--- config.mk ---
export PLATFORM = sky130hd
export DESIGN_NAME = gbuff_reader_flat
export DESIGN_NICKNAME = d
export VERILOG_FILES = /design/src/rtl/gbuff_reader_if.sv /design/src/rtl/gbuff_reader.sv /design/src/flat_wrapper.sv
export SDC_FILE = /design/constraint.sdc
export NUM_CORES = 1
export LEC_CHECK = 0
export ABC_CLOCK_PERIOD_IN_PS = 4700
export CELL_PAD_IN_SITES_DETAIL_PLACEMENT = 0
export CELL_PAD_IN_SITES_GLOBAL_PLACEMENT = 1
export CORE_AREA = 3 3 220 222
export DETAILED_ROUTE_END_ITERATION = 8
export DIE_AREA = 0 0 223 225
export PLACE_DENSITY = 0.82
export SYNTH_ARGS = -nofsm -noshare
export SYNTH_HDL_FRONTEND = slang
export SYNTH_SLANG_ARGS = --single-unit
--- constraint.sdc ---
create_clock -name clk -period 4.7 [get_ports clk]
set_clock_uncertainty 0.2 [all_clocks]
set_input_delay 0.94 -clock clk [delete_from_list [all_inputs] [get_ports clk]]
set_output_delay 0.94 -clock clk [all_outputs]
set_load 0.02 [all_outputs]
--- src/rtl/gbuff_reader_if.sv ---
// rtl/gbuff_reader_if.sv - valid/ready word stream leaving the global buffer reader
interface gbuff_reader_if #(
  parameter int WORD_SIZE = 128
);
  logic                 out_valid;
  logic                 out_ready;
  logic [WORD_SIZE-1:0] out_data;
  logic                 out_last;

  modport master (
    output out_valid,
    output out_data,
    output out_last,
    input  out_ready
  );

  modport slave (
    input  out_valid,
    input  out_data,
    input  out_last,
    output out_ready
  );
endinterface

--- src/rtl/gbuff_reader.sv ---
// rtl/gbuff_reader.sv - global buffer read streamer with credit-controlled output FIFO
module gbuff_reader #(
  parameter int WORD_SIZE  = 128,
  parameter int ADDR_W     = 10,
  parameter int FIFO_DEPTH = 4
) (
  input  logic                 clk,
  input  logic                 reset,
  input  logic                 start,
  input  logic [ADDR_W-1:0]    base_addr,
  input  logic [ADDR_W:0]      len,
  output logic                 busy,
  output logic                 done,
  output logic                 sram_wen,
  output logic [ADDR_W-1:0]    sram_addr,
  input  logic [WORD_SIZE-1:0] sram_do,
  gbuff_reader_if.master       stream
);

  localparam int PW = $clog2(FIFO_DEPTH);
  localparam int CW = PW + 1;
  localparam logic [CW-1:0] DEPTH_C = CW'(FIFO_DEPTH);

  typedef enum logic [1:0] {IDLE, ISSUE, DRAIN, DONE} state_t;

  state_t              state, next_state;
  logic [ADDR_W-1:0]   cur_addr;
  logic [ADDR_W-1:0]   addr_hold;
  logic [ADDR_W:0]     remaining;
  logic                issue;
  logic                inflight;
  logic                inflight_last;

  logic [WORD_SIZE-1:0] mem [FIFO_DEPTH];
  logic                 last_mem [FIFO_DEPTH];
  logic [PW-1:0]        wr_ptr, rd_ptr;
  logic [CW-1:0]        count;
  logic                 push, pop, non_empty;

  assign sram_wen  = 1'b0;
  assign sram_addr = issue ? cur_addr : addr_hold;

  assign non_empty        = (count != '0);
  assign push             = inflight;
  assign pop              = non_empty & stream.out_ready;
  assign stream.out_valid = non_empty;
  assign stream.out_data  = non_empty ? mem[rd_ptr] : '0;
  assign stream.out_last  = non_empty & last_mem[rd_ptr];

  // FSM state register
  always_ff @(posedge clk or posedge reset) begin
    if (reset) state <= IDLE;
    else       state <= next_state;
  end

  // Next state, read issue credit check and status outputs
  always_comb begin
    next_state = state;
    issue      = 1'b0;
    busy       = 1'b0;
    done       = 1'b0;
    case (state)
      IDLE: begin
        if (start) next_state = (len == '0) ? DONE : ISSUE;
      end
      ISSUE: begin
        busy  = 1'b1;
        // a read in flight already owns a FIFO slot, so it counts against the credit
        issue = (remaining != '0) && ((count + CW'(inflight)) < DEPTH_C);
        if (issue && remaining == (ADDR_W+1)'(1)) next_state = DRAIN;
      end
      DRAIN: begin
        busy = 1'b1;
        if (pop && stream.out_last) next_state = DONE;
      end
      DONE: begin
        done       = 1'b1;
        next_state = IDLE;
      end
      default: next_state = IDLE;
    endcase
  end

  // Command capture, address walk and one-cycle read-latency tracking
  always_ff @(posedge clk or posedge reset) begin
    if (reset) begin
      cur_addr      <= '0;
      addr_hold     <= '0;
      remaining     <= '0;
      inflight      <= 1'b0;
      inflight_last <= 1'b0;
    end else begin
      inflight      <= issue;
      inflight_last <= issue && (remaining == (ADDR_W+1)'(1));
      if (state == IDLE && start) begin
        cur_addr  <= base_addr;
        remaining <= len;
      end else if (issue) begin
        cur_addr  <= cur_addr + ADDR_W'(1);
        remaining <= remaining - (ADDR_W+1)'(1);
        addr_hold <= cur_addr;
      end
    end
  end

  // FIFO storage; contents need no reset because count gates visibility
  always_ff @(posedge clk) begin
    if (push) begin
      mem[wr_ptr]      <= sram_do;
      last_mem[wr_ptr] <= inflight_last;
    end
  end

  // FIFO pointers and occupancy
  always_ff @(posedge clk or posedge reset) begin
    if (reset) begin
      wr_ptr <= '0;
      rd_ptr <= '0;
      count  <= '0;
    end else begin
      if (push) wr_ptr <= wr_ptr + PW'(1);
      if (pop)  rd_ptr <= rd_ptr + PW'(1);
      case ({push, pop})
        2'b10:   count <= count + CW'(1);
        2'b01:   count <= count - CW'(1);
        default: count <= count;
      endcase
    end
  end

endmodule

--- src/flat_wrapper.sv ---
// flat-port wrapper written by rule: the top's interface ports become plain ports
module gbuff_reader_flat 
#(
  parameter int WORD_SIZE  = 128,
  parameter int ADDR_W     = 10,
  parameter int FIFO_DEPTH = 4
)
  (clk, reset, start, base_addr, len, busy, done, sram_wen, sram_addr, sram_do, stream_out_valid, stream_out_data, stream_out_last, stream_out_ready);
  gbuff_reader_if #(.WORD_SIZE(WORD_SIZE)) stream_i ();
  input  logic clk;
  input  logic reset;
  input  logic start;
  input  logic [ADDR_W-1:0] base_addr;
  input  logic [ADDR_W:0] len;
  output logic busy;
  output logic done;
  output logic sram_wen;
  output logic [ADDR_W-1:0] sram_addr;
  input  logic [WORD_SIZE-1:0] sram_do;
  output wire logic [$bits(stream_i.out_valid)-1:0] stream_out_valid;
  output wire logic [$bits(stream_i.out_data)-1:0] stream_out_data;
  output wire logic [$bits(stream_i.out_last)-1:0] stream_out_last;
  input wire logic [$bits(stream_i.out_ready)-1:0] stream_out_ready;
  assign stream_out_valid = stream_i.out_valid;
  assign stream_out_data = stream_i.out_data;
  assign stream_out_last = stream_i.out_last;
  assign stream_i.out_ready = stream_out_ready;
  gbuff_reader #(.WORD_SIZE(WORD_SIZE), .ADDR_W(ADDR_W), .FIFO_DEPTH(FIFO_DEPTH)) u_core (.clk(clk), .reset(reset), .start(start), .base_addr(base_addr), .len(len), .busy(busy), .done(done), .sram_wen(sram_wen), .sram_addr(sram_addr), .sram_do(sram_do), .stream(stream_i));
endmodule
==> results, run 1 <==
- Clock tree synthesis found a total of about 560 sinks.
- Prior to clock tree synthesis, the placed netlist has a worst setup slack of slightly above 0.9 ns.
- The count of cells resized by post-cts repair is 0.
- The overall global routing resource usage is a little under a fifth.
- Detailed placement finished with a half-perimeter wire length of 27.7 mm.
- The wire length of the first global-routing pass is 69.5 mm.
- In this run the deepest clock path goes through 3 buffers.
- Synthesis handed over a netlist of between 1000 and 1500 instances.
- The H-tree depth is 2.
- The number of iterations in the first detailed-routing pass is 4.
- The count of cells in the finished layout, fillers not included, comes to 2042.
- The CTS tree is built.
- The number of remaining DRC errors is 0.
- The arrival time at the worst endpoint is about 3.2 ns.
- The number of buffers inserted during clock tree synthesis is 55.
- Of the cells placed in the final design, the portion with a size suffix greater than 1 is 18.1%.
- The count of vias placed by the detailed router is ~11000.
- Setup repair after global routing left no endpoint under its margin.
- The detailed-route wire length is 45.3 mm.
- The latest clock arrival within the worst-skew pair is 0.59 ns.
- The critical path class is flop to output pin.
- The number of hold violations in the final report is 0.
- The maximum clock frequency is 0.228 GHz.
- The final layout contains 1551 nets.
- Including well taps, the total number of placed cells is a little under 2000.
- The wire length on met1 is about 19 mm.
- The share of the yosys chip area belonging to registers is between 70% and 80%.
- The actual slew at the worst max-slew pin is approximately 1.1 ns.
- The area growth from synthesis to layout is 25.1%.
- The number of max-slew violations in the final report is 0.
- The final cycle utilization of the critical path is 93.2%.
- The quantity of hold-fixing buffers added after cts is 0.
- The kind of start point of the critical path is a flop.
- The initial antenna violation count is 4.
- In this run the biggest area consumer among cell types represents between 70% and 80% of the synthesized area.
- The number of nets still failing antenna checks after routing is 0.
- The quantity of I/O buffers inserted on ports is 294.
- Entering global routing, the biggest net connects 130 pins.
- At the worst endpoint, the required time is 3.56 ns.
- The fraction of the core area covered by cells at the end of the flow is between 50% and 60%.
- The post-route worst setup slack is around 0.32 ns.
- The run finished with clean final reports.
- Clock-pin slew was measured on the worst setup and hold paths at about 0.06 ns.
- In the routed layout, each cell is associated on average with a via count of approximately 5.4.
- The worst slew slack as a fraction of its limit is 28.8%.
- The final-layout setup total negative slack is 0 ns.
- The site row count is 79.
- In the post-synthesis netlist, the biggest area contributors are edfxtp_1 71%, mux4_2 13%, dfrtp_1 4.8%.
- The top-level I/O count is just under 300.
- The worst supply voltage drop on vdd is roughly 0.38 mV.
- In this run the clock root is driven by a clkbuf_16.
- Once the clock tree was built, the setup fixing pass inserted 0 buffers.
- The final RePlAce weighted congestion is 0.772.
- The floorplan step set the die width to 223 um.
- The number of synthesized register bits is between 500 and 600.
- The synthesized net count is 1231.
- The met2 layer wire length in the routed design is 22.0 mm.
- The number of global-route vias before repair is between 10000 and 15000.
- In the final routed layout, each cell accounts on average for ~22 um.
- The highest routing layer actually used is met5.
- The detailed router finished its first iteration with 729 violations.
- The cell area that synthesis handed to floorplanning was 0.0219 mm^2.
- In the layout the commonest cells are 516 x edfxtp_1, 294 x clkdlybuf4s50_1, 130 x and2_1.
- The power density of the placed cells is ~660 mW/mm^2.
- The starting density of the core is around 47%.
- The most common library cell in the layout ignoring fill and taps is edfxtp_1.
- The static leakage power is 0.00895 uW.
- The final setup violation count is 0.
- The number of library cell types mapped by synthesis is 50.
- The endpoint class of the critical path is an output pin.
- The number of synthesis warnings is 0.
- After synthesis, the mean cell area works out to 20.6 um^2.
- The die is 225 um tall.
- The die covers roughly 0.050 mm^2.
- The top cell type by total area after synthesis is edfxtp_1.
- The class of the tightest hold or removal check is flop to flop.
- The met3 layer wire length in the routed design is 2.93 mm.
- The shortest period the worst path allows is ~4.4 ns.
- Across the run, the number of max-cap violations was 0.
- The core region is ~0.047 mm^2.
- The top fanout value on the critical path is 27.
- Global routing finished with a remaining overflow of 0.
-- flip-flops by register name, indices dropped and copies added (netlist names) --
register              count
u_core.count              3
u_core.wr_ptr             2
u_core.last_mem           4
u_core.addr_hold         10
u_core.remaining         11
u_core.state              2
u_core.mem              512
u_core.rd_ptr             2
u_core.cur_addr          10
u_core.inflight           1
u_core.inflight_last      1
-- layout make-up --
class | count | area [um^2]
multi-input cells | 437 | 5040
diodes | 4 | 10.0
clock inverters | 22 | 166
flip-flops and latches | 558 | 16600
inverters | 14 | 55.1
fillers | 3462 | 19200
repair buffers | 318 | 3250
clock buffers | 82 | 1520
well taps | 607 | 759
-- synth_stat cells (all sizes together) --
| library cell | n |
|---|---|
| nand3b | 1 |
| or2 | 1 |
| and4b | 1 |
| a21oi | 1 |
| nor2 | 16 |
| a32oi | 1 |
| mux2i | 2 |
| ha | 13 |
| nand3 | 5 |
| nand2 | 29 |
| nor4 | 4 |
| and4 | 1 |
| or3 | 6 |
| a31oi | 10 |
| conb | 1 |
| nor2b | 1 |
| nor3 | 3 |
| o41ai | 1 |
| and2 | 135 |
| nand4 | 9 |
| a221o | 1 |
| o311ai | 2 |
| or4 | 5 |
| buf | 28 |
| clkbuf | 27 |
| a211oi | 1 |
| edfxtp | 516 |
| fa | 1 |
| o21ai | 14 |
| inv | 14 |
| dfrtp | 42 |
| mux2 | 19 |
| and3 | 3 |
| o31ai | 4 |
| mux4 | 129 |
| xor2 | 13 |
| xnor2 | 4 |
-- critical path, stage by stage, from the launching register on --
cell	delay (ns)
dfrtp_1	0.48
nand3_1	0.17
xor2_2	0.48
nand3_4	0.38
inv_4	0.25
mux2_2	0.36
clkdlybuf4s50_1	0.54
-- through the flow --
stage          cell area, um^2  hold WS [ns]  power [uW]
6_report                 27400         0.300       18000
5_1_grt                  27300         0.324       18900
4_1_cts                  27300         0.307       18300
3_5_place_dp             25700         0.292       14200
3_3_place_gp             25700         0.266       14100
2_1_floorplan            21900         0.255       11100
-- metal layers --
metal  vias to the layer above  GRT usage (%)
met5                         -              0
met4                         4           5.84
met3                        83           3.66
met2                       344           28.7
met1                      5720           25.5
li1                       4900              -
-- worst paths after layout --
path	from	endpoint	slack, ns	cells past startpoint
min in group asynchronous	reset	u_core.cur_addr[0]$_DFFE_PP0P_	0.73	2
worst min register to register	u_core.inflight_last$_DFF_PP0_	u_core.last_mem[3]$_DFFE_PP_	0.30	0
worst max-delay path	u_core.inflight$_DFF_PP0_	sram_addr[0]	0.32	6
worst min-delay path	u_core.inflight_last$_DFF_PP0_	u_core.last_mem[3]$_DFFE_PP_	0.30	0
worst max register to register	u_core.inflight$_DFF_PP0_	u_core.cur_addr[7]$_DFFE_PP0P_	2.14	5
max in group asynchronous	reset	u_core.cur_addr[1]$_DFFE_PP0P_	2.76	3
-- report_power, final --
group          internal (uW)  total (uW)  switching, uW
clock                   2340        4080           1740
sequential              6300        6760            462
combinational           3600        7200           3600
total                  12200       18000           5810
-- cells by family (layout without fill, tap and decap cells) --
logic type | Yosys count | in the layout | share of synthesized area (%)
AO/OA/AOI/OAI | 35 | 35 | 1.01
XOR/XNOR | 17 | 17 | 0.715
adder cells (fa/ha/maj) | 14 | 14 | 0.835
buffers and inverters | 69 | 436 | 1.37
flip-flops | 558 | 558 | 75.7
multiplexers | 150 | 150 | 14.4
other | 1 | 5 | 0.0171
AND/OR/NAND/NOR | 220 | 220 | 6.05
No activity file was read; power rests on OpenSTA's default activity.
==> inputs of run 2 (changes only) <==
ABC_AREA = 1   (was default)
CORE_AREA = 3 3 231 233   (was 3 3 220 222)
DIE_AREA = 0 0 234 236   (was 0 0 223 225)
==> run 2 against run 1 <==
Net effect:
- via count increased by 36%
- sequential cell count unchanged
- clock-buffer cell count decreased by 20
- worst hold slack got worse by 0.014 ns
- combinational power increased by 18%
- fmax increased by 1.1%
- sequential power decreased by 0.7%
- sequential share of layout area decreased by 1.7 points
- critical path depth decreased by 1
- critical path type unchanged
==> results, run 2 <==
- Registers with the most flip-flops: u_core.mem: 512 flops, u_core.remaining: 11 flops (unchanged).
- Synth top area cells: edfxtp_1 69%, nor2_1 8.9%, o21ai_0 6.1% (was edfxtp_1 71%, mux4_2 13%, dfrtp_1 4.8%).
- The final cycle utilization of the critical path is 92.2% (was 93.2%).
- The maximum clock frequency is 0.231 GHz (was 0.228 GHz).
- The met2 layer wire length in the routed design is 26.2 mm (was 22.0 mm).
- The share of cells above drive strength 1 is 6.79% (was 18.1%).
- The clock root buffer is clkbuf_16 (unchanged).
- The number of max-slew violations in the final report is 0 (unchanged).
- The termination of the worst setup path is stream_out_data[57] (was sram_addr[0]).
- The number of nets still failing antenna checks after routing was 0 (unchanged).
- The number of hold violations in the final report is 0 (unchanged).
- The post-synthesis mux area share is 0% (was 14.4%).
- The number of enable-type register cells in the synthesized netlist is 516 (unchanged).
- The highest routing layer actually used is met5 (unchanged).
- The post-CTS setup buffer count came to 0 (unchanged).
- The path depth of the worst reg2reg path is 5 (unchanged).
- The critical path depth in cells was 5 (was 6).
- The number of global-route vias before repair was 14600 (was 11700).
- The detailed-route wire length is 54.5 mm (was 45.3 mm).
- The clock transition at the registers of the reported paths is 0.06 ns (about the same).
- The critical register-to-register path endpoint is u_core.mem[0][62]$_DFFE_PP_ (was u_core.cur_addr[7]$_DFFE_PP0P_).
- The flip-flop count of the largest register, all copies and words added came to 512 (unchanged).
- The latest clock arrival within the worst-skew pair came to 0.61 ns (was 0.59 ns).
- The most common library cell in the layout ignoring fill and taps was nor2_1 (was edfxtp_1).
- The number of buffers and inverters on the critical path is 3 (was 2).
- The static leakage power is 0.00971 uW (was 0.00895 uW).
- The number of synthesized register bits is 558 (unchanged).
- The actual slew at the worst max-slew pin is 0.905 ns (was 1.07 ns).
- The post-route worst setup slack came to 0.367 ns (was 0.321 ns).
- The estimated wirelength of the detail-placed design is 31.1 mm (was 27.7 mm).
- The basic-gate share of the synthesized area counting and, or, nand and nor cells is 12.6% (was 6.05%).
- The final-layout setup total negative slack is 0 ns (unchanged).
- The post-route worst hold slack is 0.287 ns (was 0.300 ns).
- The worst reg-to-reg setup slack is 2.25 ns (was 2.14 ns).
- The count of vias placed by the detailed router was 15000 (was 11100).
- The number of remaining DRC errors was 0 (unchanged).
- The number of inserted filler cells in the final layout is 4274 (was 3462).
- The shortest period the worst path allows came to 4.33 ns (was 4.38 ns).
- Status: finished, final reports clean (unchanged).
- The final RePlAce weighted congestion is 0.784 (was 0.772).
- The height of the die is 236 um (was 225 um).
- Commonest cells after routing, fill and taps aside: 533 x nor2_1, 516 x edfxtp_1, 294 x clkdlybuf4s50_1 (was 516 x edfxtp_1, 294 x clkdlybuf4s50_1, 130 x and2_1).
- The number of DRC violations after detailed-routing iteration 0 came to 1010 (was 729).
- The adder-cell area share of the yosys netlist was 0.808% (was 0.835%).
- The kind of start point of the critical path was a flop (unchanged).
- The met3 layer wire length in the routed design came to 4.66 mm (was 2.93 mm).
- The placeable core region is 0.0514 mm^2 (was 0.0466 mm^2).
- The largest family of logic cells by synthesized area was simple AND/OR/NAND/NOR gates (was multiplexers).
- Top cell types by occurrence after synthesis: 533 x nor2_1, 516 x edfxtp_1, 276 x o21ai_0, 131 x a21oi_1, 119 x nand2_1 (was 516 x edfxtp_1, 134 x and2_1, 129 x mux4_2, 42 x dfrtp_1, 28 x nand2_1).
- The worst setup slack before clock tree synthesis is 0.998 ns (was 0.920 ns).
- The share of the yosys chip area belonging to registers is 73.2% (was 75.7%).
- The count of cells resized by post-cts repair is 0 (unchanged).
- The synthesized net count is 2064 (was 1231).
- The H-tree depth is 2 (unchanged).
- The worst slew slack as a fraction of its limit was 39.7% (was 28.8%).
- The width of the chip is 234 um (was 223 um).
- The count of mapped cells out of synthesis is 1897 (was 1064).
- The share of the synthesized area in the top cell type is 68.6% (was 70.9%).
- The top cell type by total area after synthesis is edfxtp_1 (unchanged).
- The class of the tightest hold or removal check was flop to flop (unchanged).
- The overall global routing resource usage is 19.3% (was 18.0%).
- The buffer depth of the longest clock path is 3 (unchanged).
- The endpoint class of the critical path was an output pin (unchanged).
- The number of buffers inserted during clock tree synthesis is 56 (was 55).
- The largest net degree at the start of global routing is 102 (was 130).
- The number of iterations in the first detailed-routing pass is 5 (was 4).
- The CTS tree was built (unchanged).
- The average wire per standard cell was 18.9 um (was 22.2 um).
- The area growth from synthesis to layout was 24.5% (was 25.1%).
- The total number of nets in the final design was 2327 (was 1551).
- The starting density of the core is 44.0% (was 47.0%).
- The fraction of the mapped netlist area in compound gates is 9.78% (was 1.01%).
- The number of library cell types mapped by synthesis is 34 (was 50).
- The per-instance average area after synthesis came to 11.9 um^2 (was 20.6 um^2).
- The worst supply voltage drop on vdd is 0.349 mV (was 0.377 mV).
- The initial antenna violation count is 10 (was 4).
- The quantity of hold-fixing buffers added after cts is 0 (unchanged).
- The die area is 0.0552 mm^2 (was 0.0502 mm^2).
- The number of sinks on the clock net came to 558 (unchanged).
- The share of async-settable or async-resettable flops after synthesis came to 7.53% (unchanged).
- The origin of the worst setup path is u_core.rd_ptr[0]$_DFFE_PP0P_ (was u_core.inflight$_DFF_PP0_).
- The final setup violation count is 0 (unchanged).
- The max-capacitance violation count is 0 (unchanged).
- The power density of the placed cells was 703 mW/mm^2 (was 660 mW/mm^2).
- The critical path class was flop to output pin (unchanged).
- The top fanout value on the critical path was 45 (was 27).
- The data required time at the worst endpoint is 3.56 ns (about the same).
- The most flop-heavy register is u_core.mem (unchanged).
- The highest cell delay on the worst timing path is 0.69 ns (was 0.54 ns).
- The family with the most delay on the worst path is buffers and inverters (unchanged).
- The post-synthesis share of cell area spent on xor and xnor gates was 0.271% (was 0.715%).
- RSZ-0062 raised after global routing: no (unchanged).
- The wire length on met1 is 22.3 mm (was 19.1 mm).
- The number of synthesis warnings is 0 (unchanged).
- The top-level I/O count is 296 (unchanged).
- The overall power after layout is 19800 uW (was 18000 uW).
- The most repeated cell in the gate-level netlist after synthesis is nor2_1 (was edfxtp_1).
- The source of the worst register-to-register timing path is u_core.wr_ptr[0]$_DFFE_PP0P_ (was u_core.inflight$_DFF_PP0_).
- The most common flop cell mapped by yosys is edfxtp_1 (unchanged).
- The cell type of the slowest stage on the worst timing path is dfrtp_4 (was clkdlybuf4s50_1).
- The arrival time at the worst endpoint is 3.19 ns (was 3.24 ns).
- The wire length of the first global-routing pass was 82.6 mm (was 69.5 mm).
- Cells along the critical path: inv_6, buf_4, o21ai_0, a21oi_1, clkdlybuf4s50_1 (was nand3_1, xor2_2, nand3_4, inv_4, mux2_2, clkdlybuf4s50_1).
- The site row count is 83 (was 79).
- The via count normalized by instance count is 5.20 (was 5.41).
- The total congestion overflow came to 0 (unchanged).
- The quantity of I/O buffers inserted on ports is 294 (unchanged).
- The cell area after technology mapping is 0.0226 mm^2 (was 0.0219 mm^2).
run 2: cell count changes after synthesis, moves of 32 or more:
cell / delta
a21oi_1: +130
and2_1: -134
inv_1: +40
mux4_2: -129
nand2_1: +91
nand3_1: +32
nor2_1: +517
o21ai_0: +263
run 2: worst min-delay path by stage:
stage,start,to,slack (ns),cells past startpoint
floorplan,u_core.inflight_last$_DFF_PP0_,u_core.last_mem[0]$_DFFE_PP_,0.25,0
global placement,u_core.addr_hold[7]$_DFFE_PP0N_,u_core.addr_hold[7]$_DFFE_PP0N_,0.27,2
detailed placement,u_core.addr_hold[6]$_DFFE_PP0N_,u_core.addr_hold[6]$_DFFE_PP0N_,0.27,2
CTS,u_core.addr_hold[5]$_DFFE_PP0N_,u_core.addr_hold[5]$_DFFE_PP0N_,0.29,2
global route,u_core.addr_hold[2]$_DFFE_PP0N_,u_core.addr_hold[2]$_DFFE_PP0N_,0.32,2
finish,u_core.addr_hold[2]$_DFFE_PP0N_,u_core.addr_hold[2]$_DFFE_PP0N_,0.29,2
run 2: cells by family after synthesis:
| group | count (synthesis) |
|---|---|
| and+or+nand+nor | 716 |
| DFF | 558 |
| AOI/OAI and AO/OA | 434 |
| buffers and inverters | 167 |
| adders and majority gates | 14 |
| xor gates and xnor gates | 7 |
| other | 1 |
run 2: routing by layer:
metal | vias up | track usage (%)
met2 | 460 | 32.0
met4 | 14 | 5.55
met3 | 95 | 5.65
li1 | 7160 | -
met1 | 7296 | 24.7
met5 | - | 0
run 2: power by group:
part	switching, uW	internal, uW
clock network	1860	2690
registers	413	6300
logic	5270	3230
run 2: tightest hold or removal path, cell delays in order, from the launching register on:
cell and delay (ns):
dfrtp_1 0.34, nand2_1 0.06, o21ai_2 0.05
run 2: stage by stage:
step | instances | util (%) | area [um^2]
after floorplan | 1897 | - | 22600
after global placement | 2782 | 51.0 | 26200
after detailed placement | 2782 | 51.0 | 26200
after CTS | 2888 | 54.7 | 28100
after global routing | 2891 | 54.7 | 28100
final | 2891 | 54.7 | 28100
run 2: area by class of cell:
cell class	count	area, um^2	share of cell area [%]
Clock buffer	62	1420	5.06
Multi-Input combinational cell	1172	5300	18.9
Timing Repair Buffer	317	3270	11.6
Sequential cell	558	16600	58.9
Antenna cell	3	7.51	0.0267
Inverter	55	239	0.850
Clock inverter	44	484	1.72
Tap cell	680	851	3.02
